--- src/rtl/rv_muldiv_pkg.sv ---
// Shared opcodes, FSM states and operand-signedness helpers for the iterative
// RISC-V M-extension multiply/divide unit.
package rv_muldiv_pkg;

  localparam logic [2:0] MD_MUL    = 3'b000;
  localparam logic [2:0] MD_MULH   = 3'b001;
  localparam logic [2:0] MD_MULHSU = 3'b010;
  localparam logic [2:0] MD_MULHU  = 3'b011;
  localparam logic [2:0] MD_DIV    = 3'b100;
  localparam logic [2:0] MD_DIVU   = 3'b101;
  localparam logic [2:0] MD_REM    = 3'b110;
  localparam logic [2:0] MD_REMU   = 3'b111;

  typedef enum logic [2:0] {
    S_IDLE,
    S_MUL,
    S_DIV,
    S_FIXUP,
    S_DONE
  } state_e;

  function automatic logic is_div(input logic [2:0] op);
    return op[2];
  endfunction

  function automatic logic a_signed(input logic [2:0] op);
    return (op == MD_MULH) || (op == MD_MULHSU) || (op == MD_DIV) || (op == MD_REM);
  endfunction

  function automatic logic b_signed(input logic [2:0] op);
    return (op == MD_MULH) || (op == MD_DIV) || (op == MD_REM);
  endfunction

endpackage

--- src/rtl/rv_muldiv_if.sv ---
// Request/response channel bundle of the multiply/divide unit.
// master = issuing core, slave = rv_muldiv.
interface rv_muldiv_if #(
  parameter int unsigned XLEN = 32
);
  logic            req_valid;
  logic            req_ready;
  logic [2:0]      req_op;
  logic [XLEN-1:0] req_a;
  logic [XLEN-1:0] req_b;
  logic            resp_valid;
  logic            resp_ready;
  logic [XLEN-1:0] resp_data;
  logic            busy;

  modport master (
    output req_valid, req_op, req_a, req_b, resp_ready,
    input  req_ready, resp_valid, resp_data, busy
  );

  modport slave (
    input  req_valid, req_op, req_a, req_b, resp_ready,
    output req_ready, resp_valid, resp_data, busy
  );
endinterface

--- src/rtl/rv_div_step.sv ---
// One radix-2 restoring-division iteration on unsigned magnitudes.
// quo carries the not-yet-consumed dividend bits in its top and the quotient in its bottom.
module rv_div_step #(
  parameter int unsigned XLEN = 32
) (
  input  logic [XLEN-1:0] rem,
  input  logic [XLEN-1:0] quo,
  input  logic [XLEN-1:0] divisor,
  output logic [XLEN-1:0] rem_next,
  output logic [XLEN-1:0] quo_next
);
  logic [XLEN:0] shifted;
  logic [XLEN:0] diff;

  always_comb begin
    shifted = {rem, quo[XLEN-1]};
    diff    = shifted - {1'b0, divisor};
    // rem < divisor keeps shifted < 2*divisor, so diff's top bit is a clean borrow flag.
    if (!diff[XLEN]) begin
      rem_next = diff[XLEN-1:0];
      quo_next = {quo[XLEN-2:0], 1'b1};
    end else begin
      rem_next = shifted[XLEN-1:0];
      quo_next = {quo[XLEN-2:0], 1'b0};
    end
  end
endmodule

--- src/rtl/rv_muldiv.sv ---
// Iterative RV M-extension unit: shift-add multiply, restoring divide, sign fixup.
// Define RV_MULDIV_FUSE_EN to reuse the last division result for matching DIV/REM pairs.
module rv_muldiv
  import rv_muldiv_pkg::*;
#(
  parameter int unsigned XLEN               = 32,
  parameter int unsigned MUL_BITS_PER_CYCLE = 4
) (
  input logic        clk,
  input logic        rst,
  rv_muldiv_if.slave bus
);
  localparam int unsigned MulSteps = XLEN / MUL_BITS_PER_CYCLE;
  localparam int unsigned CntW     = $clog2(XLEN + 1);
  localparam int unsigned PpW      = XLEN + MUL_BITS_PER_CYCLE;
  localparam logic [XLEN-1:0] MinNeg = {1'b1, {(XLEN-1){1'b0}}};

  state_e            state_q;
  logic [2:0]        op_q;
  logic              a_neg_q, b_neg_q;
  logic [XLEN-1:0]   a_mag_q, b_mag_q;
  logic [2*XLEN-1:0] acc_q;
  logic [XLEN-1:0]   quo_q, rem_q;
  logic [CntW-1:0]   cnt_q;
  logic [XLEN-1:0]   res_q;
  logic              resp_valid_q, busy_q;

  logic              a_neg_in, b_neg_in;
  logic [XLEN-1:0]   a_mag_in, b_mag_in;
  logic              div_zero, div_ovf, special;
  logic [XLEN-1:0]   special_res;
  logic              fuse_hit;
  logic [XLEN-1:0]   fuse_res;
  logic [PpW-1:0]    pp, mul_sum;
  logic [2*XLEN-1:0] acc_next, prod_f;
  logic [XLEN-1:0]   rem_next, quo_next, quo_f, rem_f, fix_res;

  assign bus.req_ready  = (state_q == S_IDLE);
  assign bus.resp_valid = resp_valid_q;
  assign bus.resp_data  = res_q;
  assign bus.busy       = busy_q;

  // Accept-time decode: sign flags, magnitudes and the architectural special cases.
  always_comb begin
    a_neg_in = a_signed(bus.req_op) & bus.req_a[XLEN-1];
    b_neg_in = b_signed(bus.req_op) & bus.req_b[XLEN-1];
    a_mag_in = a_neg_in ? -bus.req_a : bus.req_a;
    b_mag_in = b_neg_in ? -bus.req_b : bus.req_b;
    div_zero = is_div(bus.req_op) && (bus.req_b == '0);
    div_ovf  = ((bus.req_op == MD_DIV) || (bus.req_op == MD_REM)) &&
               (bus.req_a == MinNeg) && (bus.req_b == '1);
    special  = div_zero || div_ovf;
    if (bus.req_op[1]) special_res = div_zero ? bus.req_a : '0;
    else               special_res = div_zero ? '1 : MinNeg;
  end

`ifdef RV_MULDIV_FUSE_EN
  logic            tag_valid_q, tag_sgn_q;
  logic [XLEN-1:0] tag_a_q, tag_b_q, tag_quo_q, tag_rem_q;

  always_comb begin
    fuse_hit = is_div(bus.req_op) && tag_valid_q && (bus.req_a == tag_a_q) &&
               (bus.req_b == tag_b_q) && (tag_sgn_q == !bus.req_op[0]);
    fuse_res = bus.req_op[1] ? tag_rem_q : tag_quo_q;
  end
`else
  assign fuse_hit = 1'b0;
  assign fuse_res = '0;
`endif

  // Multiplier bits sit in the low end of acc_q and shift out as the product shifts in.
  always_comb begin
    pp = '0;
    for (int i = 0; i < int'(MUL_BITS_PER_CYCLE); i++) begin
      if (acc_q[i]) pp = pp + (PpW'(a_mag_q) << i);
    end
    mul_sum = PpW'(acc_q[2*XLEN-1:XLEN]) + pp;
  end

  if (MUL_BITS_PER_CYCLE < XLEN) begin : g_acc_shift
    assign acc_next = {mul_sum, acc_q[XLEN-1:MUL_BITS_PER_CYCLE]};
  end else begin : g_acc_whole
    assign acc_next = mul_sum;
  end

  rv_div_step #(
    .XLEN(XLEN)
  ) u_div_step (
    .rem     (rem_q),
    .quo     (quo_q),
    .divisor (b_mag_q),
    .rem_next(rem_next),
    .quo_next(quo_next)
  );

  always_comb begin
    prod_f = (a_neg_q ^ b_neg_q) ? -acc_q : acc_q;
    quo_f  = (a_neg_q ^ b_neg_q) ? -quo_q : quo_q;
    rem_f  = a_neg_q ? -rem_q : rem_q;
    unique case (op_q)
      MD_MUL:                       fix_res = prod_f[XLEN-1:0];
      MD_MULH, MD_MULHSU, MD_MULHU: fix_res = prod_f[2*XLEN-1:XLEN];
      MD_DIV, MD_DIVU:              fix_res = quo_f;
      default:                      fix_res = rem_f;
    endcase
  end

  always_ff @(posedge clk or posedge rst) begin
    if (rst) begin
      state_q      <= S_IDLE;
      op_q         <= '0;
      a_neg_q      <= 1'b0;
      b_neg_q      <= 1'b0;
      a_mag_q      <= '0;
      b_mag_q      <= '0;
      acc_q        <= '0;
      quo_q        <= '0;
      rem_q        <= '0;
      cnt_q        <= '0;
      res_q        <= '0;
      resp_valid_q <= 1'b0;
      busy_q       <= 1'b0;
`ifdef RV_MULDIV_FUSE_EN
      tag_valid_q  <= 1'b0;
      tag_sgn_q    <= 1'b0;
      tag_a_q      <= '0;
      tag_b_q      <= '0;
      tag_quo_q    <= '0;
      tag_rem_q    <= '0;
`endif
    end else begin
      unique case (state_q)
        S_IDLE: begin
          if (bus.req_valid) begin
            op_q    <= bus.req_op;
            a_neg_q <= a_neg_in;
            b_neg_q <= b_neg_in;
            a_mag_q <= a_mag_in;
            b_mag_q <= b_mag_in;
            busy_q  <= 1'b1;
            if (special) begin
              res_q        <= special_res;
              resp_valid_q <= 1'b1;
              state_q      <= S_DONE;
`ifdef RV_MULDIV_FUSE_EN
              tag_valid_q  <= 1'b1;
              tag_sgn_q    <= !bus.req_op[0];
              tag_a_q      <= bus.req_a;
              tag_b_q      <= bus.req_b;
              tag_quo_q    <= div_zero ? '1 : MinNeg;
              tag_rem_q    <= div_zero ? bus.req_a : '0;
`endif
            end else if (fuse_hit) begin
              res_q        <= fuse_res;
              resp_valid_q <= 1'b1;
              state_q      <= S_DONE;
            end else if (is_div(bus.req_op)) begin
              quo_q   <= a_mag_in;
              rem_q   <= '0;
              cnt_q   <= CntW'(XLEN);
              state_q <= S_DIV;
`ifdef RV_MULDIV_FUSE_EN
              // Tag operands are captured now; the tag only turns valid once results land.
              tag_valid_q <= 1'b0;
              tag_sgn_q   <= !bus.req_op[0];
              tag_a_q     <= bus.req_a;
              tag_b_q     <= bus.req_b;
`endif
            end else begin
              acc_q   <= {{XLEN{1'b0}}, b_mag_in};
              cnt_q   <= CntW'(MulSteps);
              state_q <= S_MUL;
            end
          end
        end
        S_MUL: begin
          acc_q <= acc_next;
          cnt_q <= cnt_q - CntW'(1);
          if (cnt_q == CntW'(1)) state_q <= S_FIXUP;
        end
        S_DIV: begin
          rem_q <= rem_next;
          quo_q <= quo_next;
          cnt_q <= cnt_q - CntW'(1);
          if (cnt_q == CntW'(1)) state_q <= S_FIXUP;
        end
        S_FIXUP: begin
          res_q        <= fix_res;
          resp_valid_q <= 1'b1;
          state_q      <= S_DONE;
`ifdef RV_MULDIV_FUSE_EN
          if (is_div(op_q)) begin
            tag_valid_q <= 1'b1;
            tag_quo_q   <= quo_f;
            tag_rem_q   <= rem_f;
          end
`endif
        end
        S_DONE: begin
          if (bus.resp_ready) begin
            resp_valid_q <= 1'b0;
            busy_q       <= 1'b0;
            state_q      <= S_IDLE;
          end
        end
        default: state_q <= S_IDLE;
      endcase
    end
  end
endmodule

--- src/flat_wrapper.sv ---
// flat-port wrapper written by rule: the top's interface ports become plain ports
module rv_muldiv_flat import rv_muldiv_pkg::*;
#(
  parameter int unsigned XLEN               = 32,
  parameter int unsigned MUL_BITS_PER_CYCLE = 4
)
  (clk, rst, bus_req_valid, bus_req_op, bus_req_a, bus_req_b, bus_resp_ready, bus_req_ready, bus_resp_valid, bus_resp_data, bus_busy);
  rv_muldiv_if #(.XLEN(XLEN)) bus_i ();
  input logic clk;
  input logic rst;
  input wire logic [$bits(bus_i.req_valid)-1:0] bus_req_valid;
  input wire logic [$bits(bus_i.req_op)-1:0] bus_req_op;
  input wire logic [$bits(bus_i.req_a)-1:0] bus_req_a;
  input wire logic [$bits(bus_i.req_b)-1:0] bus_req_b;
  input wire logic [$bits(bus_i.resp_ready)-1:0] bus_resp_ready;
  output wire logic [$bits(bus_i.req_ready)-1:0] bus_req_ready;
  output wire logic [$bits(bus_i.resp_valid)-1:0] bus_resp_valid;
  output wire logic [$bits(bus_i.resp_data)-1:0] bus_resp_data;
  output wire logic [$bits(bus_i.busy)-1:0] bus_busy;
  assign bus_i.req_valid = bus_req_valid;
  assign bus_i.req_op = bus_req_op;
  assign bus_i.req_a = bus_req_a;
  assign bus_i.req_b = bus_req_b;
  assign bus_i.resp_ready = bus_resp_ready;
  assign bus_req_ready = bus_i.req_ready;
  assign bus_resp_valid = bus_i.resp_valid;
  assign bus_resp_data = bus_i.resp_data;
  assign bus_busy = bus_i.busy;
  rv_muldiv #(.XLEN(XLEN), .MUL_BITS_PER_CYCLE(MUL_BITS_PER_CYCLE)) u_core (.clk(clk), .rst(rst), .bus(bus_i));
endmodule
--- config.mk ---
export PLATFORM = sky130hd
export DESIGN_NAME = rv_muldiv_flat
export DESIGN_NICKNAME = d
export VERILOG_FILES = /design/src/rtl/rv_muldiv_pkg.sv /design/src/rtl/rv_muldiv_if.sv /design/src/rtl/rv_div_step.sv /design/src/rtl/rv_muldiv.sv /design/src/flat_wrapper.sv
export SDC_FILE = /design/constraint.sdc
export NUM_CORES = 1
export LEC_CHECK = 0
export CAP_MARGIN = 15
export CORE_MARGIN = 3
export CORE_UTILIZATION = 64
export DETAILED_ROUTE_END_ITERATION = 16
export GPL_TIMING_DRIVEN = 1
export HOLD_SLACK_MARGIN = 0.15
export PLACE_DENSITY = 0.91
export SYNTH_ARGS = -nofsm -noshare
export SYNTH_HDL_FRONTEND = slang
export SYNTH_HIERARCHICAL = 1
export SYNTH_SLANG_ARGS = --single-unit
--- constraint.sdc ---
create_clock -name clk -period 23.8 [get_ports clk]
set_input_delay 3.57 -clock clk [delete_from_list [all_inputs] [get_ports clk]]
set_output_delay 3.57 -clock clk [all_outputs]
set_load 0.02 [all_outputs]
* Word-level counts from Yosys, hierarchy flattened *
Index checks and enable logic that the tools add are counted.

word-level totals
  word-level logic and storage cells = 126
  register bits = 240
  output and inout port bits = 35
  input bits = 71

cells by class
  eq/ne operators = 23
  muxes and demuxes = 46
  reduce and logical (&&, ||, !) cells = 30
  bitwise gates (word level) = 3
  add/sub/neg operators = 11

operator list
  cell                                                  count
  two-way mux 32 bit                                    16
  two-way mux 64 bit                                    4
  one-hot mux 32 bit (2 select lines)                   3
  negator 32 bit                                        4
  one-hot mux 64 bit (2 select lines)                   1
  two-way mux 36 bit                                    3
  one-hot mux 32 bit (3 select lines)                   1
  equality test 32 bit (second input constant)          2
  negator 64 bit                                        1
  adder 32 x 36 -> 36 bit                               1
  adder 36 x 33 -> 36 bit                               1
  adder 36 x 34 -> 36 bit                               1
  adder 36 x 35 -> 36 bit                               1
  subtractor 33 x 32 -> 33 bit                          1
  logical NOT 32 bit                                    1
  two-way mux 31 bit                                    1
  two-way mux 6 bit                                     3
  equality test 3 x 2 -> 1 bit (second input constant)  5
  equality test 3 bit (second input constant)           5
  two-way mux 3 bit                                     4
  one-hot mux 3 bit (4 select lines)                    1
  one-hot mux 6 bit (2 select lines)                    1
  AND reduction 3 bit                                   4
  AND reduction 4 bit                                   3
  19 further kinds                                      45

* Longest topological paths before layout *
  depth in word-level cells = 10
  mapped depth = 51
  mapped depth without buffers = 48

* Modules after synthesis *
Netlist, hierarchy kept.

modules (own cells, without submodules)
  module       instances  area an instance (um2)  cells an instance  sequential area each (um2)
  rv_muldiv    1          21983.6                 2829               6005.8
  rv_div_step  1          2591.2                  336                0.0

* Worst setup path before layout *
No wires, ideal clock.

  kind = register to register
  from = reg u_core.acc_q[0]
  to = reg u_core.acc_q[63]
  slack = 14.635 ns
  data arrival time = 9.036 ns
  buffers on the path = 4
  stages on the path, launching flop included = 51
  period minus slack after synthesis = 9.165 ns
  data required time = 23.671 ns
  cells stage by stage = dfrtp_1 buf_6 clkbuf_1 clkbuf_1 clkbuf_1 and2_1 ha_1 a221oi_1 nor4_1 nor3_1 inv_1 a2111o_1 a21o_1 a21oi_1 xor2_1 nor2_1 a21oi_1 inv_1 [... 15 more ...] a21o_1 a21o_1 a21o_1 xor2_1 mux2_2 ha_1 a21o_1 a21o_1 a21oi_1 o21ai_0 nand3_1 nand2_1 a31o_2 a21oi_1 a311o_1 nor4_1 xnor2_1 o21ai_1

between the ends
  word-level cells in the longest chain between the ends = 9

ends and longest elaborated chain
  element                                line              source
  start, declared                        rv_muldiv.sv:22   logic [2*XLEN-1:0] acc_q;
  start signal, assigned                 rv_muldiv.sv:170  acc_q <= {{XLEN{1'b0}}, b_mag_in};
  start signal, assigned                 rv_muldiv.sv:177  acc_q <= acc_next;
  two-way mux 32 bit *                   rv_muldiv.sv:75   if (acc_q[i]) pp = pp + (PpW'(a_mag_q) << i);
  adder 36 x 33 -> 36 bit                rv_muldiv.sv:75
  two-way mux 36 bit *                   rv_muldiv.sv:75
  adder 36 x 34 -> 36 bit                rv_muldiv.sv:75
  two-way mux 36 bit *                   rv_muldiv.sv:75
  adder 36 x 35 -> 36 bit                rv_muldiv.sv:75
  two-way mux 36 bit *                   rv_muldiv.sv:75
  adder 32 x 36 -> 36 bit *              rv_muldiv.sv:77   mul_sum = PpW'(acc_q[2*XLEN-1:XLEN]) + pp;
  one-hot mux 64 bit (2 select lines) *  rv_muldiv.sv:132  unique case (state_q)

Mark *: on every way between the ends. The rest lies on a longest branch, timed or not.
A chain may end at the register's enable or synchronous reset.

* Worst setup path in the final report *
Ends and elaborated chain as after synthesis.

==> impl_metrics.py <==
metrics = {
    "timing": {
        "max_freq_ghz": 0.101,
        "finalCritPeriodShare_pct": 41.6,
        "fin_skew_ns": 0.0165,
        "holdWs_ns": 0.479,
        "slew_violations": 0,
        "slew_headroom_pct": 23.3,
        "fin_setup_tns_ns": 0,
        "period_minus_slack_ns": 9.90,
        "hold_violations": 0,
        "setup_viol": 0,
        "tightest_slew_ns": 1.15,
        "fin_ws_ns": 13.90,
        "rsz0062_at_grt": "false",
    },
    "clock_tree": {
        "clkSinkCount": 240,
        "clk_pin_slew_ns": 0.07,
        "tritoncts": "done",
        "clock_latency_ns": 0.56,
        "clockBufferDepth": 3,
        "cts_buffers": 26,
        "htreeDepth": 1,
        "cts_hold_buf": 0,
        "cts_setup_buffers": 0,
        "root_buffer": "clkbuf_16",
        "post_cts_resized": 0,
    },
    "die": {
        "initial_core_util_pct": 65.1,
        "die_w_um": 202,
        "rows": 71,
        "die-height_um": 202,
        "die-area_um2": 40800,
        "core_area_um2": 37800,
        "ioPinCount": 106,
    },
    "global_routing": {
        "antenna_found_initial": 1,
        "grt.met3_usage_pct": 9.79,
        "grt_usage_pct": 40.6,
        "grt_start_max_net_pins": 124,
        "met2_usage_pct": 59.6,
        "grt_util_met1_pct": 57.5,
        "grt-busiest-layer": "met2",
        "grt.overflow.total": 0,
        "grt_pass1_wl_um": 133000,
        "grt_pass1_vias": 23300,
    },
    "place": {
        "dp_slack_ns": 14.16,
        "hpwl_um": 64500,
        "port_buffers": 105,
        "gp_congestion": 1.01,
        "place_inst": 3624,
    },
    "setup_path": {
        "cpMostUsedCell": "o21ai_0",
        "cp_data_arrival_time_ns": 10.30,
        "crit_path_start": "u_core/acc_q[0]$_DFFE_PP0P_",
        "reg2reg_slack_ns": 13.90,
        "crit_fanout": 50,
        "r2r-end": "u_core/acc_q[63]$_DFFE_PP0P_",
        "cpPeakStageDelay_ns": 0.64,
        "critPathLaunchType": "register",
        "cp-end-kind": "register",
        "critPathSlowestCell": "nor4_1",
        "crit-reg2reg-launch": "u_core/acc_q[0]$_DFFE_PP0P_",
        "critical_path_required_ns": 24.20,
        "path_class": "reg -> reg",
        "worstRegToRegCells": 43,
    },
    "synthesis": {
        "synth_edf_count": 0,
        "synthTopCellsByArea": "dfrtp_1, ha_1, o21ai_0",
        "netlist_instances": 3165,
        "yosysTopAreaCellShare_pct": 24.4,
        "yosys-top-cells-count": "nand2_1, o21ai_0, a21oi_1, dfrtp_1, nor2_1",
        "synthArstFlopShare_pct": 100,
        "yosys_most_used_dff": "dfrtp_1",
        "synth.most_common_cell": "nand2_1",
        "syn_nets": 3407,
        "ys_ff_latch": 240,
        "yosysTopAreaCell": "dfrtp_1",
        "ys_warn_count": 6,
        "synth.cell_area_um2": 24600,
        "seq_area_frac_synth_pct": 24.4,
        "synth.avg_cell_area_um2": 7.76,
        "synth.distinct_cells": 105,
    },
    "route": {
        "vias": 24900,
        "ant_nets": 0,
        "vias_per_cell": 6.79,
        "drc": 0,
        "drt_wl_total_um": 85600,
        "initialDrtViolationCount": 3213,
        "wl_per_cell_um": 23.3,
        "dr.pass1.iters": 9,
    },
    "finish": {
        "nFillCells": 3090,
        "stdcell_count": 3673,
        "nNetsFinal": 3383,
        "drive_gt1_share_pct": 6.27,
        "areaGrowthSynthToFinish_pct": 8.25,
    },
    "job": {
        "max-cap-violations": 0,
    },
    "worst_hold_path": {
        "min_path_cells": 2,
        "holdPathEnd": "u_core/bus.resp_data[6]$_DFFE_PP0P_",
        "worstHoldStart": "u_core/bus.resp_data[6]$_DFFE_PP0P_",
        "hold_class": "reg -> reg",
    },
    "run_status": {
        "status": "finished, final reports clean",
    },
}
## sequential cells by signal (all words and copies together) (netlist names), 3 cells and up
signal,flops
u_core/a_mag_q,32
u_core/acc_q,64
u_core/b_mag_q,32
u_core/bus.resp_data,32
u_core/cnt_q,6
u_core/op_q,3
u_core/quo_q,32
u_core/rem_q,32
u_core/state_q,3
## layer usage
metal	routed length, um	vias up
met3	10400	268
met4	4290	2
li1	-	11300
met2	35500	1527
met1	35400	11800
met5	13	-
## stage by stage
stage	util (%)	area, um2
floorplan	-	24600
finish	70.5	26600
CTS	70.4	26600
global placement	67.9	25600
detailed placement	67.9	25600
global route	70.4	26600
## critical path, delay by kind of cell, from the launching register on
family                     cells  cell delay, ns
DFF                            1            0.32
xor gates and xnor gates       4            0.60
muxes                          2            0.58
and+or+nand+nor               13            2.69
adders and majority gates      5            1.44
buffers and inverters          3            0.85
AOI/OAI and AO/OA             16            3.23
## worst max-delay path by stage
stage / to / slack, ns / depth (start not counted)
floorplan: u_core/a_mag_q[0]$_DFFE_PP0P_ / 13.64 / 1
global placement: u_core/acc_q[63]$_DFFE_PP0P_ / 14.47 / 46
detailed placement: u_core/acc_q[63]$_DFFE_PP0P_ / 14.16 / 46
CTS: u_core/acc_q[63]$_DFFE_PP0P_ / 14.11 / 46
global route: u_core/acc_q[63]$_DFFE_PP0P_ / 13.15 / 44
finish: u_core/acc_q[63]$_DFFE_PP0P_ / 13.90 / 43
## kinds of logic after synthesis
logic type	count (synthesis)	share of synthesized area (%)
buffers and inverters	301	5.62
xor gates and xnor gates	322	11.5
AOI/OAI and AO/OA	1078	26.9
muxes	83	4.06
DFF	240	24.4
adders and majority gates	172	8.90
and+or+nand+nor	969	18.6
## placed cells by master (no fill, tap or decap), types with 26 or more instances in the layout
cell,Yosys,final
a21o_1,86,86
a22o_1,30,30
clkbuf_16,0,27
and2_1,33,33
nand2_1,420,419
a31oi_1,30,30
o31ai_1,42,42
o21a_1,26,26
buf_4,39,32
or3_1,26,26
nor3_1,41,41
dfrtp_1,240,240
nor2_1,179,179
nand3_1,83,83
mux2_2,48,48
nand4_1,27,27
o21ai_0,413,412
ha_1,166,166
a21oi_1,252,252
xor2_1,153,152
xnor2_1,169,168
nor4_1,26,26
inv_1,110,109
clkdlybuf4s50_1,0,105
## area by class of cell
class | instances | area, um2 | share of cell area, %
multi-input combinational | 2624 | 17300 | 64.8
timing repair buffer | 137 | 1290 | 4.85
tap | 511 | 639 | 2.40
inverter | 112 | 435 | 1.64
clock inverter | 17 | 268 | 1.01
clock buffer | 30 | 707 | 2.66
sequential | 240 | 6010 | 22.6
antenna | 2 | 5.00 | 0.0188
Power is left out: the tool's default activity adds up to more than one toggle a clock period on the data nets, which glitch-free logic cannot reach.
